===== src/rtl/torpedo_launch_scheduler.sv =====
// Torpedo slot allocator: debounced fire, round-robin slot pick, trig-latency launch,
// frame cooldown, per-slot lifetime timeout and abort kill.
module torpedo_launch_scheduler #(
  parameter int TORPEDOS        = 4,
  parameter int TRIG_LAT        = 2,
  parameter int COOLDOWN_FRAMES = 8,
  parameter int MAX_LIFE_FRAMES = 90
) (
  input  logic                clk,
  input  logic                resetN,
  input  logic                vsync,
  input  logic                fire,
  input  logic                game_active,
  input  logic [TORPEDOS-1:0] t_dead,
  output logic                trig_req,
  output logic [TORPEDOS-1:0] launch,
  output logic [TORPEDOS-1:0] kill,
  output logic [TORPEDOS-1:0] alive,
  output logic                no_slot,
  output logic                busy
);
  // state     | meaning
  // IDLE      | waiting for a debounced press
  // TRIG_WAIT | trig pipeline filling, launch when it is valid
  // COOLDOWN  | counting frames before the next launch may start
  typedef enum logic [1:0] {IDLE, TRIG_WAIT, COOLDOWN} state_t;

  localparam int PW = (TORPEDOS > 1) ? $clog2(TORPEDOS) : 1;
  localparam int LW = $clog2(MAX_LIFE_FRAMES + 1);
  localparam int CW = (COOLDOWN_FRAMES > 0) ? $clog2(COOLDOWN_FRAMES + 1) : 1;
  localparam int TW = (TRIG_LAT > 1) ? $clog2(TRIG_LAT) : 1;
  localparam logic [TORPEDOS-1:0] ONE = TORPEDOS'(1);

  state_t         state;
  logic [TW-1:0]  tcnt;
  logic [CW-1:0]  cd;
  logic [PW-1:0]  sel;
  logic [PW-1:0]  rr_ptr;
  logic [LW-1:0]  life [TORPEDOS];
  logic           fire_test, fire_deb, fire_deb_q, phase;
  logic           press, launch_now, any_free;
  logic [PW-1:0]  sel_next;

  // fire is sampled every other cycle and must stay high for the whole frame
  always_ff @(posedge clk or negedge resetN) begin
    if (!resetN) begin
      fire_test  <= 1'b0;
      fire_deb   <= 1'b0;
      fire_deb_q <= 1'b0;
      phase      <= 1'b0;
    end else begin
      phase      <= ~phase;
      fire_deb_q <= fire_deb;
      if (vsync) begin
        fire_test <= 1'b1;
        fire_deb  <= fire_test;
      end else if (phase) begin
        fire_test <= fire_test & fire;
      end
    end
  end

  assign press      = fire_deb & ~fire_deb_q;
  assign launch_now = (state == TRIG_WAIT) && (tcnt == TW'(TRIG_LAT - 1));
  assign busy       = (state != IDLE);

  always_comb begin
    logic found;
    found    = 1'b0;
    any_free = ~&alive;
    sel_next = rr_ptr;
    for (int k = 0; k < TORPEDOS; k++) begin
      int idx;
      idx = int'(rr_ptr) + k;
      if (idx >= TORPEDOS) idx = idx - TORPEDOS;
      if (!found && !alive[idx]) begin
        found    = 1'b1;
        sel_next = PW'(idx);
      end
    end
  end

  always_ff @(posedge clk or negedge resetN) begin
    if (!resetN) begin
      state    <= IDLE;
      tcnt     <= '0;
      cd       <= '0;
      sel      <= '0;
      rr_ptr   <= '0;
      trig_req <= 1'b0;
      launch   <= '0;
      kill     <= '0;
      alive    <= '0;
      no_slot  <= 1'b0;
      for (int i = 0; i < TORPEDOS; i++) life[i] <= '0;
    end else begin
      trig_req <= 1'b0;
      launch   <= '0;
      kill     <= '0;
      no_slot  <= 1'b0;
      if (!game_active) begin
        state <= IDLE;
        kill  <= alive;
        alive <= '0;
        for (int i = 0; i < TORPEDOS; i++) life[i] <= '0;
      end else begin
        case (state)
          IDLE: begin
            if (press) begin
              if (any_free) begin
                sel      <= sel_next;
                trig_req <= 1'b1;
                tcnt     <= '0;
                state    <= TRIG_WAIT;
              end else begin
                no_slot <= 1'b1;
              end
            end
          end
          TRIG_WAIT: begin
            if (launch_now) begin
              launch <= ONE << sel;
              rr_ptr <= (sel == PW'(TORPEDOS - 1)) ? '0 : sel + 1'b1;
              cd     <= '0;
              state  <= (COOLDOWN_FRAMES == 0) ? IDLE : COOLDOWN;
            end else begin
              tcnt <= tcnt + 1'b1;
            end
          end
          COOLDOWN: begin
            if (vsync) begin
              if (cd == CW'(COOLDOWN_FRAMES - 1)) state <= IDLE;
              else cd <= cd + 1'b1;
            end
          end
          default: state <= IDLE;
        endcase
        // a death report in the same cycle as the timeout suppresses the kill
        for (int i = 0; i < TORPEDOS; i++) begin
          if (launch_now && sel == PW'(i)) begin
            alive[i] <= 1'b1;
            life[i]  <= '0;
          end else if (alive[i]) begin
            if (t_dead[i]) begin
              alive[i] <= 1'b0;
              life[i]  <= '0;
            end else if (vsync) begin
              if (life[i] == LW'(MAX_LIFE_FRAMES - 1)) begin
                kill[i]  <= 1'b1;
                alive[i] <= 1'b0;
                life[i]  <= '0;
              end else begin
                life[i] <= life[i] + 1'b1;
              end
            end
          end
        end
      end
    end
  end
endmodule


===== config.mk =====
export PLATFORM = sky130hd
export DESIGN_NAME = torpedo_launch_scheduler
export DESIGN_NICKNAME = d
export VERILOG_FILES = /design/src/rtl/torpedo_launch_scheduler.sv
export SDC_FILE = /design/constraint.sdc
export NUM_CORES = 1
export LEC_CHECK = 0
export BUFFER_PORTS_ARGS = -buffer_cell sky130_fd_sc_hd__buf_2
export CORE_UTILIZATION = 45
export DETAILED_ROUTE_END_ITERATION = 8
export SYNTH_ARGS = -nofsm -noshare
export SYNTH_HDL_FRONTEND = slang
export SYNTH_SLANG_ARGS = --single-unit

===== constraint.sdc =====
create_clock -name clk -period 2.2 [get_ports clk]
set_clock_uncertainty 0.15 [all_clocks]
set_input_delay 0.33 -clock clk [delete_from_list [all_inputs] [get_ports clk]]
set_output_delay 0.33 -clock clk [all_outputs]
set_load 0.02 [all_outputs]

==> results of run 1 <==
==> area by class of cell <==
type,instances,area [um^2],area share (%)
Clock inverter,4,97.6,2.65
Sequential cell,57,1430,38.7
Timing Repair Buffer,37,223,6.05
Clock buffer,12,165,4.49
Inverter,15,56.3,1.53
Tap cell,96,120,3.26
Multi-Input combinational cell,220,1590,43.3
==> logic make-up after synthesis <==
logic type,after synthesis,share of synthesized area [%]
and+or+nand+nor,114,23.6
muxes,5,1.62
adders and majority gates,13,5.15
AOI/OAI and AO/OA,86,19.5
xor gates and xnor gates,2,0.555
buffers and inverters,30,4.40
DFF,57,45.1
==> routing by layer <==
| layer | part of all wire (%) | routed length [um] | track usage (%) |
|---|---|---|---|
| met4 | 1.5 | 106 | 8.79 |
| met3 | 2.5 | 170 | 3.75 |
| met1 | 50 | 3440 | 28.1 |
| met5 | 0 | 0 | 0 |
| met2 | 46 | 3140 | 31.3 |
==> worst paths after layout <==
path / cells after the start / from / slack (ns) / to
min: 3 / fire / 0.07 / fire_test
max in group asynchronous: 3 / resetN / 0.87 / cd[3]
max reg2reg: 5 / life[14] / 0.19 / life[20]
min in group asynchronous: 2 / resetN / 0.34 / life[2]
max: 5 / life[14] / 0.19 / life[20]
min reg2reg: 1 / phase / 0.25 / phase
==> cells in the final DEF, fill, tap and decap left out, types with 3 or more instances in the layout <==
master     Yosys  final
inv_1         15     15
bufinv_16      0      3
clkbuf_8       2     12
o21ai_0       15     15
ha_1          13     13
and2_1        10     10
buf_2          4     23
nor2_1        10     10
a41oi_1       13     13
nand3_1       13     13
o22ai_1        8      8
a21boi_0       4      4
a21oi_1        8      8
and3_1        12     12
nand2_1       13     13
dfrtp_1       57     57
and2_2         3      3
nand2b_1      12     12
o21a_1         8      8
a32oi_1        3      3
nor3_1         3      3
a31oi_1       17     17
nand3b_1      15     15
mux2i_1        4      4
buf_4          0     13
and3b_1        3      3
==> what timing repair did <==
action | CTS | global route
hold buffers | 1 | 0
setup endpoints to repair | 0 | 3
buffers inserted | 0 | 2
hold endpoints to repair | 20 | 0
==> worst register-to-register path, cell delays in order, from the launching register on <==
cell and delay [ns]:
dfrtp_1 0.42, ha_1 0.21, and4bb_2 0.25, a211oi_4 0.46, nand3_2 0.17, o31ai_1 0.25
==> registers in the layout, indices dropped and copies added (netlist names) <==
register,flops
phase,1
trig_req,1
fire_deb,1
life,28
sel,2
fire_deb_q,1
state,2
alive,4
cd,4
tcnt,1
rr_ptr,2
fire_test,1
no_slot,1
launch,4
kill,4
==> metrics by stage <==
step / util (%) / area, um^2 / hold WS [ns] / power (mW)
floorplan: - / 3160 / -0.116 / 1.49
global placement: 50.0 / 3390 / 0.175 / 1.62
detailed placement: 50.0 / 3390 / 0.171 / 1.63
CTS: 54.0 / 3670 / 0.0695 / 2.90
global route: 54.2 / 3680 / 0.0928 / 3.02
finish: 54.2 / 3680 / 0.0709 / 2.88
==> power groups by stage <==
stage	sequential (mW)	combinational (mW)	clock, mW
6_report	1.22	0.393	1.27
5_1_grt	1.24	0.447	1.34
4_1_cts	1.22	0.390	1.29
3_5_place_dp	1.24	0.391	0
3_3_place_gp	1.23	0.385	0
2_1_floorplan	1.21	0.279	0
==> key figures, run 1 <==
Run status
  – Status: finished, final reports clean

Clock tree
  – Reg clk slew, reported paths: 0.07 ns
  – CTS Sinks: 57
  – Clock buffer count from CTS: 9
  – Largest buffer count on any clock path: 2
  – Clock root buffer: clkbuf_8
  – Number of gates resized after CTS: 0
  – Latest clock arrival within the worst-skew pair: 0.34 ns
  – H-tree Lvls: 3
  – TritonCTS clock tree: done

Floorplanning
  – Chip Width: 85.8 um
  – Core Footprint: 6790 um^2
  – Die H: around 86 um
  – Number of rows in the core area: 30
  – Die outline area: roughly 7400 um^2
  – Top-Level Pins: 24
  – Starting density of the core: 46.5%

Setup path
  – Data arrival, critical path: roughly 2.1 ns
  – Critical-path maximum fanout: 9
  – Buf+Inv Stages, Crit Path: 0
  – Slowest stage cell, crit path: a211oi_4
  – Kind of capture point of the worst setup path: register
  – Family with the most delay on the worst path: compound AO/OA/AOI/OAI gates
  – Startpoint kind of the worst setup timing path: register
  – Critical-path cell list: ha_1, and4bb_2, a211oi_4, nand3_2, o31ai_1
  – Required time at the worst-slack endpoint: between 2 and 2.5 ns
  – Type of the worst setup path: register to register
  – Worst stage delay on the critical path: about 0.46 ns

Final layout
  – Diodes inserted: 0
  – Filler cell count in the final layout: 630
  – Final standard cell count with taps included and fillers excluded: 441
  – Share of cells above drive strength 1: 19.4%
  – Number of nets at the end of the flow: around 360
  – P&R area growth vs syn: 16.6%

Place
  – # placed instances: 422
  – Input/output buffers: 23
  – Detailed placement HPWL: 4.69 mm
  – Final weighted congestion in routability-driven placement: 0.812
  – Worst setup slack after placement: 0.165 ns

Drt
  – Overall routed net length: just under 7 mm
  – Final routed DRC violation total: 0
  – 1st-iter DRT viols: 88
  – Routed via count: about 2500
  – WL per Instance: 15.5 um
  – Number of nets with antenna violations after routing: 0
  – Drt via density: roughly 5.6
  – Pre-antenna DRT Iters: 5

Power
  – Total power divided by cell area: between 700 and 800 nW/um^2
  – Cell-internal power: around 2.1 mW
  – IR drop worst, VDD: 0.333 mV
  – Leak pwr: 1.65 nW
  – Switch Pwr: 0.751 mW
  – Clock network power share: a little over two fifths
  – Fraction of power consumed by sequential logic: roughly 42%
  – Share of total power consumed by net switching: 26.1%
  – Combinational share of power: 13.6%

Yosys
  – Number of synthesized register bits: 57
  – Asr flop ratio synth: 100%
  – Synthesized instance count: 307
  – Cell types occupying the most area after synthesis: dfrtp_1 (45%), ha_1 (5.1%), a41oi_1 (3.6%)
  – Netlist cell types: between 50 and 60
  – Dominant synthesized flop cell: dfrtp_1
  – Most frequent cells after synthesis: dfrtp_1 (57), a31oi_1 (17), inv_1 (15), nand3b_1 (15), o21ai_0 (15)
  – Yosys synthesis warning count: 0
  – Top cell type by total area after synthesis: dfrtp_1
  – Count of flip-flops with a built-in enable after synthesis: 0
  – Synthesized area: between 3000 and 4000 um^2
  – Fraction of the yosys area taken by sequential cells: a little under half
  – Post-synthesis area per instance: 10.3 um^2
  – Proportion of netlist area held by the largest area contributor: 45.1%
  – Cell with the most instances after synthesis: dfrtp_1
  – Net count after synthesis: 329

GRT
  – Overall track demand over capacity in global routing: 20.3%
  – Total congestion overflow after global routing: 0
  – Pin count of the biggest net entering global routing: 25
  – Global-route wire length before repair: 11.6 mm
  – Initial antenna violation count: 0
  – Via count of the first global-routing pass: 2370

Timing
  – Setup slack of the critical path after layout: 0.189 ns
  – Slew @ Worst Pin: roughly 0.5 ns
  – Setup total negative slack: 0 ns
  – Number of setup violations in the final report: 0
  – Max Slew Vio Count: 0
  – Timing-limited maximum frequency: 497 MHz
  – Ratio of final minimum period to clock period: 91.4%
  – Unrepaired setup endpoints after global routing: no
  – Worst slew margin relative to its limit: roughly two thirds
  – Final critical-path required period: a little over 2 ns
  – Final-report hold violation count: 0

Worst hold path
  – Class of the worst hold path: primary input to register

Run
  – Max Cap Viol: 0
Note: power is estimated with default switching activity, not from simulation.
==> inputs of run 2 (changes only) <==
--- a/config.mk
+++ b/config.mk
@@ -6,5 +6,6 @@
 export NUM_CORES = 1
 export LEC_CHECK = 0
-export BUFFER_PORTS_ARGS = -buffer_cell sky130_fd_sc_hd__buf_2
+export BUFFER_PORTS_ARGS = -buffer_cell sky130_fd_sc_hd__buf_4
+export CAP_MARGIN = 20
 export CORE_UTILIZATION = 45
 export DETAILED_ROUTE_END_ITERATION = 8
--- a/constraint.sdc
+++ b/constraint.sdc
@@ -3,3 +3,3 @@
 set_input_delay 0.33 -clock clk [delete_from_list [all_inputs] [get_ports clk]]
 set_output_delay 0.33 -clock clk [all_outputs]
-set_load 0.02 [all_outputs]
+set_load 0.05 [all_outputs]
==> run 2 against run 1 <==
Net effect: die area did not move; sequential share of layout area rose by 0.092 points; flip-flop and latch count is the same; count of clock-buffer cells in the layout fell by 3; core utilization fell by 0.13 points; register-to-register slack barely moved; global-route usage down 0.62 points; worst setup slack lost 0.0059 ns; fmax shrank 0.29%; hold slack got worse by 0.0061 ns; largest cell class unchanged; largest power group is now registers.
==> key figures, run 2 (synthesis gave the netlist of run 1 again) <==
Clock tree
  – H-tree Lvls: 3
  – Number of gates resized after CTS: 0
  – Largest buffer count on any clock path: 2
  – Clock buffer count from CTS: 9
  – Latest clock arrival within the worst-skew pair: ~0.34 ns
  – CTS Sinks: 57
  – TritonCTS clock tree: done
  – Reg clk slew, reported paths: 0.07 ns
  – Clock root buffer: clkbuf_8

Floorplanning
  – Core Footprint: ~6800 um^2
  – Starting density of the core: a little under half
  – Number of rows in the core area: 30
  – Die H: 85.8 um
  – Chip Width: approximately 86 um
  – Die outline area: 7360 um^2
  – Top-Level Pins: 24

Setup path
  – Required time at the worst-slack endpoint: 2.25 ns
  – Critical-path maximum fanout: 12
  – Startpoint kind of the worst setup timing path: register
  – Type of the worst setup path: register to register
  – Startpoint of the most critical setup path: sel[0]
  – Setup slack of the worst register-to-register path: 0.18 ns
  – Reg-to-reg critical path startpoint: sel[0]
  – Kind of capture point of the worst setup path: register
  – Data arrival, critical path: 2.07 ns

Place
  – Worst setup slack after placement: 0.150 ns
  – Final weighted congestion in routability-driven placement: 0.773
  – Input/output buffers: 23
  – Detailed placement HPWL: 4.31 mm

GRT
  – Pin count of the biggest net entering global routing: 58
  – Global-route track usage on met3: 4.04%
  – Met2 Resource Use GR: between 30% and 40%
  – Total congestion overflow after global routing: 0
  – Global-route wire length before repair: around 11 mm
  – Global-route track usage on met1: 27.0%
  – Initial antenna violation count: 0
  – Overall track demand over capacity in global routing: 19.7%
  – Highest-utilization routing layer at the global route stage: met2
  – Via count of the first global-routing pass: 2345

Power
  – Total power divided by cell area: 744 nW/um^2
  – IR drop worst, VDD: 0.285 mV
  – Leak pwr: 1.62 nW

Timing
  – Setup slack of the critical path after layout: 0.183 ns
  – Timing-limited maximum frequency: roughly 500 MHz
  – Slew @ Worst Pin: 0.716 ns
  – Setup total negative slack: 0 ns
  – Worst slew margin relative to its limit: 52.3%
  – Final-report hold violation count: 0
  – Number of setup violations in the final report: 0
  – Final critical-path required period: between 2 and 2.5 ns
  – Unrepaired setup endpoints after global routing: no
  – Max Slew Vio Count: 0
  – Ratio of final minimum period to clock period: 91.7%

Final layout
  – FF/Latch Area: 1430 um^2
  – P&R area growth vs syn: 16.3%
  – Reg with most FFs: life
  – Filler cell count in the final layout: 596
  – Number of flip-flops in the largest register: 28
  – Number of nets at the end of the flow: 359
  – Share of cells above drive strength 1: approximately a fifth
  – Most used cells in the layout excluding fill and tap cells: dfrtp_1 (57), buf_4 (33), a31oi_1 (17)
  – Area occupied by multi-input gates: 1590 um^2
  – Diodes inserted: 0
  – Commonest non-fill, non-tap cell in the layout: dfrtp_1

Worst hold path
  – Startpoint of the most critical hold path: fire
  – Class of the worst hold path: primary input to register

Drt
  – Pre-antenna DRT Iters: 4
  – Final routed DRC violation total: 0
  – WL per Instance: 14.7 um
  – 1st-iter DRT viols: 105
  – Routed via count: 2455
  – Overall routed net length: 6.45 mm
  – Drt via density: approximately 5.6
  – Number of nets with antenna violations after routing: 0

Run
  – Max Cap Viol: 0

Run status
  – Status: finished, final reports clean
[run 2: final cells by class]
type	instances	area share (%)
tap	96	3.27
inverter	15	1.53
clock buffer	9	3.37
clock inverter	7	2.59
multi-input combinational	220	43.4
sequential	57	38.8
timing repair buffer	34	7.02
[run 2: final timing paths]
| path | depth (start not counted) | to |
|---|---|---|
| min reg2reg | 0 | fire_deb_q |
| max reg2reg | 6 | life[23] |
| min | 3 | fire_test |
| min in group asynchronous | 2 | fire_deb_q |
| max in group asynchronous | 2 | life[23] |
| max | 6 | life[23] |
[run 2: worst max-delay path: stages, from the launching register on]
cell	delay [ns]
dfrtp_1	0.39
inv_1	0.09
ha_1	0.21
and4b_1	0.24
nand3b_1	0.42
a41oi_1	0.33
a31oi_1	0.05
[run 2: where the power goes]
group / switching [mW] / leakage, nW / total [mW] / internal, mW
logic: 0.255 / 0.741 / 0.425 / 0.171
clock network: 0.449 / 0.109 / 1.09 / 0.636
registers: 0.0962 / 0.768 / 1.22 / 1.12
[run 2: repair_timing]
item	4_1_cts	5_1_grt
endpoints found under the setup margin	0	2
endpoints found under the hold margin	57	0
buffers inserted	0	3
hold buffers	1	0
[run 2: stage by stage]
step                      hold WS [ns]  instances  cell area, um^2  power, mW  util [%]
after detailed placement         0.236        418             3420       1.66      50.4
after floorplan                 -0.116        307             3160       1.51         -
after global placement           0.232        418             3420       1.65      50.4
after CTS                       0.0665        435             3650       2.75      53.7
final                           0.0648        438             3670       2.73      54.1
after global routing            0.0877        438             3670       2.88      54.1
[run 2: layer usage]
| metal | up-vias | wire length, um |
|---|---|---|
| met5 | - | 0 |
| met4 | 0 | 119 |
| met3 | 12 | 190 |
| met2 | 38 | 2950 |
| met1 | 1189 | 3200 |
| li1 | 1216 | - |
